**src/rtl/mem_port_arbiter.sv**
```systemverilog
// Round-robin arbiter letting two requesters share one single-port block memory.
// Fully pipelined: one accept per cycle, responses routed back by an in-order tag pipeline.
module mem_port_arbiter #(
    parameter int ADDR_WIDTH   = 16,
    parameter int DATA_WIDTH   = 16,
    parameter int READ_LATENCY = 2
) (
    input  logic                  clk,
    input  logic                  rst,
    input  logic                  req0_valid,
    output logic                  req0_ready,
    input  logic                  req0_we,
    input  logic [ADDR_WIDTH-1:0] req0_addr,
    input  logic [DATA_WIDTH-1:0] req0_wdata,
    input  logic                  req1_valid,
    output logic                  req1_ready,
    input  logic                  req1_we,
    input  logic [ADDR_WIDTH-1:0] req1_addr,
    input  logic [DATA_WIDTH-1:0] req1_wdata,
    output logic                  rsp0_valid,
    output logic [DATA_WIDTH-1:0] rsp0_rdata,
    output logic                  rsp1_valid,
    output logic [DATA_WIDTH-1:0] rsp1_rdata,
    output logic                  mem_en,
    output logic                  mem_we,
    output logic [ADDR_WIDTH-1:0] mem_addr,
    output logic [DATA_WIDTH-1:0] mem_wdata,
    input  logic [DATA_WIDTH-1:0] mem_rdata,
    output logic                  busy
);

    // One tag stage per cycle between accept and the registered response.
    localparam int STAGES = READ_LATENCY + 1;
    localparam int HEAD   = STAGES - 1;

    logic                  last_grant_reg;
    logic                  mem_en_reg;
    logic                  mem_we_reg;
    logic [ADDR_WIDTH-1:0] mem_addr_reg;
    logic [DATA_WIDTH-1:0] mem_wdata_reg;
    logic [STAGES-1:0]     tag_valid_reg;
    logic [STAGES-1:0]     tag_owner_reg;
    logic [STAGES-1:0]     tag_we_reg;
    logic                  rsp0_valid_reg;
    logic                  rsp1_valid_reg;
    logic [DATA_WIDTH-1:0] rsp0_rdata_reg;
    logic [DATA_WIDTH-1:0] rsp1_rdata_reg;

    logic accept0;
    logic accept1;
    logic any_accept;
    logic sel_we;

    // Under contention the requester not granted last time wins.
    assign req0_ready = !req1_valid || last_grant_reg;
    assign req1_ready = !req0_valid || !last_grant_reg;

    assign accept0    = req0_valid && req0_ready;
    assign accept1    = req1_valid && req1_ready;
    assign any_accept = accept0 || accept1;
    assign sel_we     = accept1 ? req1_we : req0_we;

    always_ff @(posedge clk or negedge rst) begin
        if (!rst) begin
            last_grant_reg   <= 1'b1;
            mem_en_reg       <= 1'b0;
            mem_we_reg       <= 1'b0;
            mem_addr_reg     <= '0;
            mem_wdata_reg    <= '0;
            tag_valid_reg[0] <= 1'b0;
            tag_owner_reg[0] <= 1'b0;
            tag_we_reg[0]    <= 1'b0;
        end else begin
            mem_en_reg       <= any_accept;
            mem_we_reg       <= any_accept && sel_we;
            tag_valid_reg[0] <= any_accept;
            tag_owner_reg[0] <= accept1;
            tag_we_reg[0]    <= sel_we;
            if (any_accept) begin
                last_grant_reg <= accept1;
                mem_addr_reg   <= accept1 ? req1_addr : req0_addr;
                mem_wdata_reg  <= accept1 ? req1_wdata : req0_wdata;
            end
        end
    end

    generate
        for (genvar gi = 1; gi < STAGES; gi++) begin : g_tag
            always_ff @(posedge clk or negedge rst) begin
                if (!rst) begin
                    tag_valid_reg[gi] <= 1'b0;
                    tag_owner_reg[gi] <= 1'b0;
                    tag_we_reg[gi]    <= 1'b0;
                end else begin
                    tag_valid_reg[gi] <= tag_valid_reg[gi-1];
                    tag_owner_reg[gi] <= tag_owner_reg[gi-1];
                    tag_we_reg[gi]    <= tag_we_reg[gi-1];
                end
            end
        end
    endgenerate

    // Head stage lines up with mem_rdata; owner comes only from the tag.
    always_ff @(posedge clk or negedge rst) begin
        if (!rst) begin
            rsp0_valid_reg <= 1'b0;
            rsp1_valid_reg <= 1'b0;
            rsp0_rdata_reg <= '0;
            rsp1_rdata_reg <= '0;
        end else begin
            rsp0_valid_reg <= tag_valid_reg[HEAD] && !tag_owner_reg[HEAD];
            rsp1_valid_reg <= tag_valid_reg[HEAD] && tag_owner_reg[HEAD];
            if (tag_valid_reg[HEAD] && !tag_owner_reg[HEAD])
                rsp0_rdata_reg <= tag_we_reg[HEAD] ? '0 : mem_rdata;
            if (tag_valid_reg[HEAD] && tag_owner_reg[HEAD])
                rsp1_rdata_reg <= tag_we_reg[HEAD] ? '0 : mem_rdata;
        end
    end

    assign mem_en     = mem_en_reg;
    assign mem_we     = mem_we_reg;
    assign mem_addr   = mem_addr_reg;
    assign mem_wdata  = mem_wdata_reg;
    assign rsp0_valid = rsp0_valid_reg;
    assign rsp1_valid = rsp1_valid_reg;
    assign rsp0_rdata = rsp0_rdata_reg;
    assign rsp1_rdata = rsp1_rdata_reg;
    assign busy       = (|tag_valid_reg) || rsp0_valid_reg || rsp1_valid_reg;

endmodule

```
**config.mk**
```make
export PLATFORM = sky130hd
export DESIGN_NAME = mem_port_arbiter
export DESIGN_NICKNAME = d
export VERILOG_FILES = /design/src/rtl/mem_port_arbiter.sv
export SDC_FILE = /design/constraint.sdc
export NUM_CORES = 1
export LEC_CHECK = 0
export ABC_AREA = 0
export CORE_MARGIN = 2
export CORE_UTILIZATION = 35
export DETAILED_ROUTE_END_ITERATION = 16
export GPL_ROUTABILITY_DRIVEN = 0
export HOLD_SLACK_MARGIN = 0.06
export PLACE_DENSITY = 0.69
export SYNTH_ARGS = -nofsm -noshare
export SYNTH_HDL_FRONTEND = slang
export SYNTH_SLANG_ARGS = --single-unit
```
**constraint.sdc**
```tcl
create_clock -name clk -period 2.4 [get_ports clk]
set_clock_uncertainty 0.1 [all_clocks]
set_input_delay 0.72 -clock clk [delete_from_list [all_inputs] [get_ports clk]]
set_output_delay 0.72 -clock clk [all_outputs]
set_load 0.02 [all_outputs]
```
==> summary.md <==
| Metric | Value |
|---|---|
| Clk slew on worst S/H paths | 0.08 ns |
| Die ar. | around 11,000 sq um |
| Slew HR | 38.6% |
| Cell taking the most area after synthesis | dfrtp_1 |
| Cts bufs inserted | 9 |
| Wire per inst | between 10 and 15 um |
| Sequential cell area fraction in the yosys report | between 50% and 60% |
| Worst min-delay path class | in2async |
| Crit end category | primary output |
| Period Utilization, post-route | between 90% and 100% |
| Clk sinks | between 70 and 80 |
| Worst hold slack | ~0.13 ns |
| CTS H-tree depth | 3 |
| Synthesized area | 3580 sq um |
| Leak | 2.32 nW |
| Outcome | finished, final reports clean |
| Syn_nets | between 400 and 500 |
| Filler cell count | a little under 900 |
| DRT met1 WL | 4.38 mm |
| Top-area cell type share of the netlist area | about 53% |
| Worst-Margin Slew | ~0.92 ns |
| Syn Inst Count | roughly 360 |
| Final Non-Filler Cells | 647 |
| Layout cell share with drive strength beyond 1 | 6.23% |
| Place WS | -0.0310 ns |
| Row cnt | 36 |
| Commonest cells in the netlist | nand2_1, dfrtp_1, o21ai_0 |
| Share of flip-flops with an asynchronous set or reset | 100% |
| Met2 wire length | approximately 4.3 mm |
| Crit path launch type | register |
| Nets | around 600 |
| Chip Height | roughly 110 um |
| Achievable frequency | 455 MHz |
| Cells after DPL | 631 |
| Min Clock Period, post-route | around 2.2 ns |
| Worst path arrival time | 1.38 ns |
| Clock latency on the worst-skew pair | 0.34 ns |
| Critical path class | reg2out |
| Worst vdd ir | roughly 350 uV |
| Hold Vio Cnt, Final | 0 |
| I/O pin cnt | about 160 |
| EDFF count, synth | 0 |
| Synth unique cells | 22 |
| Largest net degree at the start of global routing | around 70 |
| Antenna viol nets, final | 0 |
| Yosys reg bits | 77 |
| Initial Util | ~36% |
| # setup viols final | 0 |
| Hpwl dp | 6.62 mm |
| First-pass GRT wire length | 15.9 mm |
| Pwr/cell area | between 600 and 700 nW/um^2 |
| RSZ-0062 raised after global routing | false |
| Die Wd | between 100 and 150 um |
| Setup TNS | 0 ns |
| Worst Setup SP | tag_valid_reg[2] |
| I/O Buffers | approximately 160 |
| Gr usage total | 17.9% |
| Top layer in use | met4 |
| Routed wl met3 | roughly 850 um |
| Synth-to-Final Area Change | 50.5% |
| Post-synth top flop | dfrtp_1 |
| Area contributors post-synth | dfrtp_1, nand2_1, mux2i_1 |
| Router iterations before antenna repair | 4 |
| Max-cap violations | 0 |
| CP Data Required Time | 1.58 ns |
| Vias in the first global route | ~3,200 |
| Worst Setup Slack, final | 0.201 ns |
| # diodes | 0 |
| Vias per inst | 4.87 |
| Avg Cell Area, Syn | just under 10 sq um |
| Drt total wl | 9.59 mm |
| Core area | 9860 sq um |
| CP max FO | 3 |
| Via count | approximately 3,200 |
| Hold_buf cts | 0 |
| Clock Tree Root | clkbuf_8 |
| Residual DRC count | 0 |
| CTS tree | built |
| DRT iter0 DRCs | roughly 110 |
| Max-slew violations | 0 |
| Synth warnings | 0 |
| Clk buf depth | 2 |
| Initial antenna violation count | 1 |
| Worst flop-to-flop path startpoint | tag_valid_reg[2] |
| Count leader, synth | nand2_1 |
| Grt ovf | 0 |
final timing paths:
check | to | slack (ns) | depth (start not counted)
worst max-delay path | busy | 0.20 | 3
worst min register to register | tag_owner_reg[1] | 0.25 | 0
min in group clk | tag_owner_reg[1] | 0.25 | 0
worst min-delay path | tag_valid_reg[2] | 0.13 | 1
max in group asynchronous | last_grant_reg | 1.48 | 2
worst max register to register | rsp1_rdata[13] | 0.83 | 2
logic make-up (layout without fill, tap and decap cells):
logic type,count (synthesis),after routing,synth area share [%]
AOI/OAI and AO/OA,98,98,17.2
muxes,33,33,9.25
buffers and inverters,34,185,5.55
and+or+nand+nor,121,121,14.2
DFF,77,77,53.8
stage by stage:
step	util (%)	cell area, sq um	power [W]
final	54.7	5400	0.00367
after global routing	54.7	5400	0.00388
after CTS	54.7	5390	0.00372
after detailed placement	52.7	5200	0.00271
after global placement	52.7	5200	0.00269
after floorplan	-	3580	0.00212
critical path, cell delays in order (launching register included):
cell and delay (ns):
dfrtp_1 0.40, nor3_1 0.22, nand2_1 0.09, dlygate4sd2_1 0.32
repair_timing:
item | CTS | global route
gates resized for setup | 2 | 1
endpoints found under the setup margin | 2 | 1
buffers inserted | 0 | 0
layout by cell type, fill, tap and decap left out, types with 2 or more instances in the layout:
cell type and n:
dlygate4sd2_1 2, o21bai_1 32, clkbuf_8 9, o21ai_0 33, nand2b_1 17, buf_4 9, nand2_1 99, inv_6 2
dfrtp_1 76, inv_1 3, mux2i_1 32, o22ai_1 32, buf_2 2, clkinvlp_4 2, clkdlybuf4s50_1 150
routing by layer:
| layer | global-route usage, % | vias up |
|---|---|---|
| met4 | 4.00 | 0 |
| met2 | 27.1 | 130 |
| met1 | 23.6 | 1491 |
| li1 | - | 1525 |
| met3 | 7.67 | 7 |
| met5 | 0 | - |
power breakdown:
group	switching [W]	internal (W)	leakage, nW
Clock	0.000506	0.000490	0.0935
Combinational	0.000546	0.000554	1.29
Sequential	0.000101	0.00147	0.944
Total	0.00115	0.00251	2.32
final cells by class:
type                       count  area (sq um)  share of cell area (%)
clock buffer                  10           128                    2.37
tap                          133           166                    3.08
clock inverter                 6          71.3                    1.32
timing repair buffer         165          1630                    30.2
multi-input combinational    252          1460                    27.0
sequential                    77          1930                    35.7
inverter                       4          15.0                   0.278
(Power assumes the default switching activity.)
